$ cat config.mk
export PLATFORM = sky130hd
export DESIGN_NAME = fifo_param_flat
export DESIGN_NICKNAME = d
export VERILOG_FILES = /design/src/rtl/fifo_param_if.sv /design/src/rtl/fifo_param.sv /design/src/flat_wrapper.sv
export SDC_FILE = /design/constraint.sdc
export NUM_CORES = 1
export LEC_CHECK = 0
export CAP_MARGIN = 20
export CORE_MARGIN = 4
export CORE_UTILIZATION = 45
export DETAILED_ROUTE_END_ITERATION = 12
export DONT_BUFFER_PORTS = 1
export SETUP_SLACK_MARGIN = 0.05
export SLEW_MARGIN = 20
export SYNTH_ARGS = -nofsm -noshare
export SYNTH_HDL_FRONTEND = slang
export SYNTH_SLANG_ARGS = --single-unit
export TNS_END_PERCENT = 1
$ cat constraint.sdc
create_clock -name clk -period 3.55 [get_ports clk]
set_input_delay 1.065 -clock clk [delete_from_list [all_inputs] [get_ports clk]]
set_output_delay 1.065 -clock clk [all_outputs]
set_load 0.01 [all_outputs]
$ cat src/rtl/fifo_param_if.sv
// Bundles the data path and status bus of fifo_param.
// Ports: data_in/push/pop/af_thr/ae_thr/err_clr flow toward the FIFO.
//        data_out/valid_out/flags/count/sticky errors flow back to the producer/consumer.
interface fifo_param_if #(
  parameter int WIDTH = 12,
  parameter int AW    = 3
);
  // producer / consumer requests
  logic [WIDTH-1:0] data_in;
  logic             push;
  logic             pop;
  logic [AW:0]      af_thr;
  logic [AW:0]      ae_thr;
  logic             err_clr;
  // FIFO responses and status
  logic [WIDTH-1:0] data_out;
  logic             valid_out;
  logic             full;
  logic             empty;
  logic             almost_full;
  logic             almost_empty;
  logic [AW:0]      count;
  logic             overflow;
  logic             underflow;

  modport master (
    output data_in, push, pop, af_thr, ae_thr, err_clr,
    input  data_out, valid_out, full, empty, almost_full, almost_empty,
           count, overflow, underflow
  );

  modport slave (
    input  data_in, push, pop, af_thr, ae_thr, err_clr,
    output data_out, valid_out, full, empty, almost_full, almost_empty,
           count, overflow, underflow
  );
endinterface

$ cat src/rtl/fifo_param.sv
// Purpose: parametrised single-clock FIFO with thresholds, occupancy count and sticky errors.
// Latency: accepted pop presents data_out/valid_out one cycle later; flags follow count with no delay.
// Backpressure: push on full is dropped (overflow) unless a pop is accepted in the same cycle;
//               pop on empty is dropped (underflow).
// Ports: clk, reset (async, active-low), bus (fifo_param_if.slave: requests in, data/status out).
module fifo_param #(
  parameter int WIDTH = 12,
  parameter int DEPTH = 8,
  parameter int AW    = $clog2(DEPTH)
) (
  input  logic         clk,
  input  logic         reset,
  fifo_param_if.slave  bus
);

  localparam logic [AW:0] FULL_CNT = (AW+1)'(DEPTH);

  logic [WIDTH-1:0] mem [DEPTH];
  logic [AW-1:0]    wr_ptr;
  logic [AW-1:0]    rd_ptr;
  logic [AW:0]      count_q;
  logic [WIDTH-1:0] data_out_q;
  logic             valid_out_q;
  logic             overflow_q;
  logic             underflow_q;

  logic full_w;
  logic empty_w;
  logic pop_ok;
  logic push_ok;

  assign full_w  = (count_q == FULL_CNT);
  assign empty_w = (count_q == '0);
  assign pop_ok  = bus.pop & ~empty_w;
  // A pop in the same cycle frees the slot, so a full FIFO still takes the push.
  assign push_ok = bus.push & (~full_w | pop_ok);

  // Storage is deliberately left out of reset; only pointers/count define validity.
  always_ff @(posedge clk) begin
    if (push_ok) begin
      mem[wr_ptr] <= bus.data_in;
    end
  end

  always_ff @(posedge clk or negedge reset) begin
    if (!reset) begin
      wr_ptr      <= '0;
      rd_ptr      <= '0;
      count_q     <= '0;
      data_out_q  <= '0;
      valid_out_q <= 1'b0;
      overflow_q  <= 1'b0;
      underflow_q <= 1'b0;
    end else begin
      if (push_ok) begin
        wr_ptr <= wr_ptr + AW'(1);
      end
      // Reads the pre-edge memory content, so a full push+pop returns the oldest word.
      if (pop_ok) begin
        data_out_q <= mem[rd_ptr];
        rd_ptr     <= rd_ptr + AW'(1);
      end
      valid_out_q <= pop_ok;

      case ({push_ok, pop_ok})
        2'b10:   count_q <= count_q + (AW+1)'(1);
        2'b01:   count_q <= count_q - (AW+1)'(1);
        default: count_q <= count_q;
      endcase

      // New error takes priority over a coincident clear.
      if (bus.push & full_w & ~pop_ok) begin
        overflow_q <= 1'b1;
      end else if (bus.err_clr) begin
        overflow_q <= 1'b0;
      end

      if (bus.pop & empty_w) begin
        underflow_q <= 1'b1;
      end else if (bus.err_clr) begin
        underflow_q <= 1'b0;
      end
    end
  end

  assign bus.data_out     = data_out_q;
  assign bus.valid_out    = valid_out_q;
  assign bus.count        = count_q;
  assign bus.full         = full_w;
  assign bus.empty        = empty_w;
  assign bus.almost_full  = (count_q >= bus.af_thr);
  assign bus.almost_empty = (count_q <= bus.ae_thr);
  assign bus.overflow     = overflow_q;
  assign bus.underflow    = underflow_q;

endmodule

$ cat src/flat_wrapper.sv
// flat-port wrapper written by rule: the top's interface ports become plain ports
module fifo_param_flat 
#(
  parameter int WIDTH = 12,
  parameter int DEPTH = 8,
  parameter int AW    = $clog2(DEPTH)
)
  (clk, reset, bus_data_in, bus_push, bus_pop, bus_af_thr, bus_ae_thr, bus_err_clr, bus_data_out, bus_valid_out, bus_full, bus_empty, bus_almost_full, bus_almost_empty, bus_count, bus_overflow, bus_underflow);
  fifo_param_if #(.WIDTH(WIDTH), .AW(AW)) bus_i ();
  input  logic clk;
  input  logic reset;
  input wire logic [$bits(bus_i.data_in)-1:0] bus_data_in;
  input wire logic [$bits(bus_i.push)-1:0] bus_push;
  input wire logic [$bits(bus_i.pop)-1:0] bus_pop;
  input wire logic [$bits(bus_i.af_thr)-1:0] bus_af_thr;
  input wire logic [$bits(bus_i.ae_thr)-1:0] bus_ae_thr;
  input wire logic [$bits(bus_i.err_clr)-1:0] bus_err_clr;
  output wire logic [$bits(bus_i.data_out)-1:0] bus_data_out;
  output wire logic [$bits(bus_i.valid_out)-1:0] bus_valid_out;
  output wire logic [$bits(bus_i.full)-1:0] bus_full;
  output wire logic [$bits(bus_i.empty)-1:0] bus_empty;
  output wire logic [$bits(bus_i.almost_full)-1:0] bus_almost_full;
  output wire logic [$bits(bus_i.almost_empty)-1:0] bus_almost_empty;
  output wire logic [$bits(bus_i.count)-1:0] bus_count;
  output wire logic [$bits(bus_i.overflow)-1:0] bus_overflow;
  output wire logic [$bits(bus_i.underflow)-1:0] bus_underflow;
  assign bus_i.data_in = bus_data_in;
  assign bus_i.push = bus_push;
  assign bus_i.pop = bus_pop;
  assign bus_i.af_thr = bus_af_thr;
  assign bus_i.ae_thr = bus_ae_thr;
  assign bus_i.err_clr = bus_err_clr;
  assign bus_data_out = bus_i.data_out;
  assign bus_valid_out = bus_i.valid_out;
  assign bus_full = bus_i.full;
  assign bus_empty = bus_i.empty;
  assign bus_almost_full = bus_i.almost_full;
  assign bus_almost_empty = bus_i.almost_empty;
  assign bus_count = bus_i.count;
  assign bus_overflow = bus_i.overflow;
  assign bus_underflow = bus_i.underflow;
  fifo_param #(.WIDTH(WIDTH), .DEPTH(DEPTH), .AW(AW)) u_core (.clk(clk), .reset(reset), .bus(bus_i));
endmodule
Yosys cells after proc, flatten, opt, wreduce, memory -nomap -nowiden. Memory sizes are Yosys's and may differ from the RTL's. A register that Yosys moved wholly into a read port is not among the register bits. Cells that the tools add are included.

Memories kept: 1. ROM bits: 0. Word-level logic and storage cells: 36. Bits in latches: 0. Output and inout port bits: 23. RAM bits: 96. Bits in registers: 13.

Shifts and indexed selects: 0. Bitwise logic cells: 9. Reduce and logical (&&, ||, !) cells: 5. Eq/ne operators: 3. Div/mod/pow operators: 0. Add/subtract/negate cells: 4. Mux-type cells: 6. Magnitude comparators: 2. Multipliers: 0.

Memory list: u_core.mem (words 8, bits a word 12, read ports 1, clocked after Yosys merged registers in 1, write ports 1, RTL line fifo_param.sv:18) `logic [WIDTH-1:0] mem [DEPTH];`.

Operators by type and width (count): $pmux W4 S2 (1); $add A3 B1 Y3 const B (2); $reduce_bool A2 Y1 (3); $and A1 B1 Y1 (5); $mux W1 (5); $add A4 B1 Y4 const B (1); $eq A4 B4 Y1 const B (1); $ge A4 B4 Y1 (1); $le A4 B4 Y1 (1); $logic_not A4 Y1 (1); $sub A4 B1 Y4 const B (1); $not A1 Y1 (3); $eq A2 B1 Y1 const B (1); $eq A2 B2 Y1 const B (1); $logic_not A1 Y1 (1); $or A1 B1 Y1 (1).

Depth between registers and ports, before layout. Gate-level depths: netlist (run 1).

Word-level depth: 7. Mapped depth: 9. Gate-level depth less buffers: 8.

Worst setup path after synthesis (run 1). Ideal clock, no wire load.

Kind: input-to-output. From: input bus_ae_thr[1]. To: output bus_almost_empty. Path slack: 0.424 ns. Cell stages on the path: 6. Arrival time: 2.061 ns. Cell sequence: inv_1 -> ha_1 -> nor2b_1 -> o21a_1 -> o21a_1 -> o21ai_0.

Longest elaborated chain between the ends: 1.

RTL lines: from (decl) (RTL line flat_wrapper.sv:16) `input wire logic [$bits(bus_i.ae_thr)-1:0] bus_ae_thr;`; $le A4 B4 Y1 (RTL line fifo_param.sv:92) `assign bus.almost_empty = (count_q <= bus.ae_thr);`; to (decl) (RTL line flat_wrapper.sv:23) `output wire logic [$bits(bus_i.almost_empty)-1:0] bus_almost_empty;`.

No other way between the ends.

Worst setup path in the final report (run 1).
From: register u_core.count_q[0] (netlist: u_core.bus.count[0]). To: output bus_almost_full.

Longest elaborated chain between the ends: 1.

RTL lines: from (decl) (RTL line fifo_param.sv:21) `logic [AW:0] count_q;`; from (signal assigned) (RTL line fifo_param.sv:66) `2'b10: count_q <= count_q + (AW+1)'(1);`; from (signal assigned) (RTL line fifo_param.sv:67) `2'b01: count_q <= count_q - (AW+1)'(1);`; from (signal assigned) (RTL line fifo_param.sv:68) `default: count_q <= count_q;`; $ge A4 B4 Y1 (RTL line fifo_param.sv:91) `assign bus.almost_full = (count_q >= bus.af_thr);`; to (decl) (RTL line flat_wrapper.sv:22) `output wire logic [$bits(bus_i.almost_full)-1:0] bus_almost_full;`.

No other way between the ends.

==> summary.md, run 1 <==
| Metric | Value |
|---|---|
| Initial core utilization | 0.463 |
| Setup crit end kind | output pin |
| Main area contributors after synthesis | edfxtp_1, dfrtp_1, mux2_2 |
| Placer congestion estimate | 0.734 |
| Final Max Slew Viols | 0 |
| Cts repair resizes | 0 |
| Netlist cell types | 38 |
| First-pass GRT wire length | 15,500 um |
| DRT iter0 DRCs | 178 |
| Leak pwr | 2.17 nW |
| Avg WL per Cell | 19.8 um |
| Worst skew pair latency | 510 ps |
| DIE AREA | 13,000 um2 |
| Die Y | 114 um |
| CTS tree | built |
| Crit-path max FO | 11 |
| Htree depth | 4 |
| Least-Margin Pin Slew | 1040 ps |
| MaxCap Viol Count | 0 |
| Layout cell share with drive strength beyond 1 | 0.217 |
| I/O pin count | 48 |
| R2r worst-path depth | 8 |
| Number of buffers created by CTS | 17 |
| Post-DP HPWL | 6150 um |
| Startpoint Class | flop |
| Ratio of final minimum period to clock period | 0.935 |
| Core area | 10,900 um2 |
| Clk_skew | 4.45 ps |
| Initial DRT Pass Iterations | 5 |
| # DRC | 0 |
| Total track usage | 0.163 |
| Final wirelength | 9780 um |
| VDD IR max | 0.455 mV |
| Place WS | 310 ps |
| Status | finished clean |
| Final Hold Violating Endpoints | 0 |
| Post-synthesis sequential area ratio | 0.696 |
| Clk sinks | 121 |
| Mapped Area | 5040 um2 |
| Remaining Overflow, GRT | 0 |
| Vias in the first global route | 2,772 |
| Core Rows | 38 |
| Fin util | 0.532 |
| Avg Vias per Cell | 5.40 |
| WP data arrival | 2260 ps |
| Setup Fix Bufs, Post-CTS | 0 |
| Most common cell after layout, fill and taps aside | edfxtp_1 |
| Final TNS setup | 0 ps |
| Clock Pin Slew Worst Setup and Hold Paths | 60 ps |
| Commonest cells after routing, fill and taps aside | edfxtp_1, nand2_1, mux2i_1 |
| Via count | 2,675 |
| ANT nets after route | 0 |
| Synth Warn # | 0 |
| Setup Viol. Count Final | 0 |
| Avg Synthesized Cell Area | 15.4 um2 |
| PwrDens | 851 nW/um2 |
| Initial antenna violation count | 0 |
| Post-synth top area share | 0.572 |
| CTS Buffer Depth | 2 |
| Type of the most critical hold path | input port to async pin |
| Die extent in x | 114 um |
| Hold Buf Count CTS | 0 |
| Pwr Total | 4.93 mW |
| Worst EP required | 2480 ps |
| Synth Instances | 327 |
| Largest area contributor in the netlist | edfxtp_1 |
| Net Count, Synth | 363 |
| RSZ-0062 raised after global routing | false |
| PortBufs | 0 |
| Area Overhead vs Synth | 14.9% |
| # diodes | 0 |
| Slew margin rel. | 0.305 |
| Clock root cell | clkbuf_8 |
| Fin worst setup slack | 229 ps |
| Register bit total from synthesis | 121 |
| Final layout net count | 378 |
| Pin count of the biggest net entering global routing | 31 |
| Fmax achieved | 0.301 GHz |
| Minimum clock period | 3320 ps |
| Setup CP Type | flop to output pin |
[power by group]
group / leakage [nW] / internal, mW / switching (mW) / total (mW)
logic: 0.719 / 0.545 / 0.626 / 1.17
clock network: 0.276 / 0.998 / 0.623 / 1.62
registers: 1.18 / 1.83 / 0.307 / 2.14
[path summary, 6_finish.rpt]
path	start	to	slack, ps
max	u_core.bus.count[0]	bus_almost_full	230
min	reset	u_core.bus.underflow	250
max reg2reg	u_core.bus.count[2]	u_core.bus.count[2]	1010
min reg2reg	u_core.rd_ptr[2]	u_core.rd_ptr[2]	540
max in group asynchronous	reset	u_core.rd_ptr[0]	3220
min in group clk	u_core.rd_ptr[2]	u_core.rd_ptr[2]	540
[cells in the mapped netlist]
library cell  instances
nor3_1                5
o21ai_1               1
o211ai_1              2
nand3_1               3
a221o_1              12
dfrtp_1              25
edfxtp_1             96
or4b_4                1
a21oi_1               1
nor2_1                6
nand4_1               1
nor2b_1               4
buf_4                 4
o21ai_0              15
o21a_1                3
clkbuf_2              1
o32ai_1               1
clkbuf_1              6
xnor2_1               4
nor4_1                1
nand2b_1              5
nand2_1              26
or4_4                 1
a31oi_1               1
o22ai_1              12
mux2i_1              25
nand2_2               1
or3_1                 2
a21o_1                4
mux2_2               24
buf_2                 1
o31a_1                2
ha_1                 11
inv_1                13
o311ai_0              1
o32a_1                1
buf_6                 4
o21ai_2               1
[sequential cells by signal (all words and copies together) (netlist names)]
register              count
u_core.bus.count          4
u_core.bus.data_out      12
u_core.bus.overflow       1
u_core.bus.underflow      1
u_core.bus.valid_out      1
u_core.mem               96
u_core.rd_ptr             3
u_core.wr_ptr             3
[critical path: stages (launching register included)]
cell and delay [ps]:
dfrtp_1 580, inv_1 150, ha_1 320, nand2b_1 140
a21o_1 180, a21o_1 170, a21o_1 210
[stage by stage]
step / instance area [um2] / instances / hold slack [ps]
floorplan: 5040 / 327 / 506
global placement: 5220 / 463 / 535
detailed placement: 5220 / 463 / 533
CTS: 5790 / 495 / 217
global route: 5790 / 495 / 214
finish: 5790 / 495 / 245
[kinds of logic after synthesis]
kind of cell    Yosys count  share of synthesized area
flops                   121                      0.696
compound gates           57                     0.0810
simple gates             56                     0.0541
mux                      49                      0.103
buf+inv                  29                     0.0310
fa+ha+maj                11                     0.0273
xor+xnor                  4                    0.00695
[layer usage]
metal / share of wire / track usage / wire length (um) / vias up
met4: 0.013 / 0.0689 / 128 / 0
met3: 0.058 / 0.0462 / 569 / 11
li1: - / - / - / 1283
met2: 0.48 / 0.256 / 4710 / 81
met5: 0 / 0 / 0 / -
met1: 0.45 / 0.214 / 4370 / 1300
[layout make-up]
type / instances / area (um2)
clock buffer: 17 / 414
clock inverter: 15 / 151
fill: 890 / 5100
inverter: 13 / 48.8
multi-input combinational: 177 / 1400
sequential: 121 / 3510
tap: 140 / 175
timing repair buffer: 12 / 90.1
Power figures use the tool's default switching activity.
==> inputs of run 2 (changes only) <==
- HOLD_SLACK_MARGIN: default -> 0.05
==> results of run 2 <==
No change in the layout: final DEF, timing and power equal those of run 1.
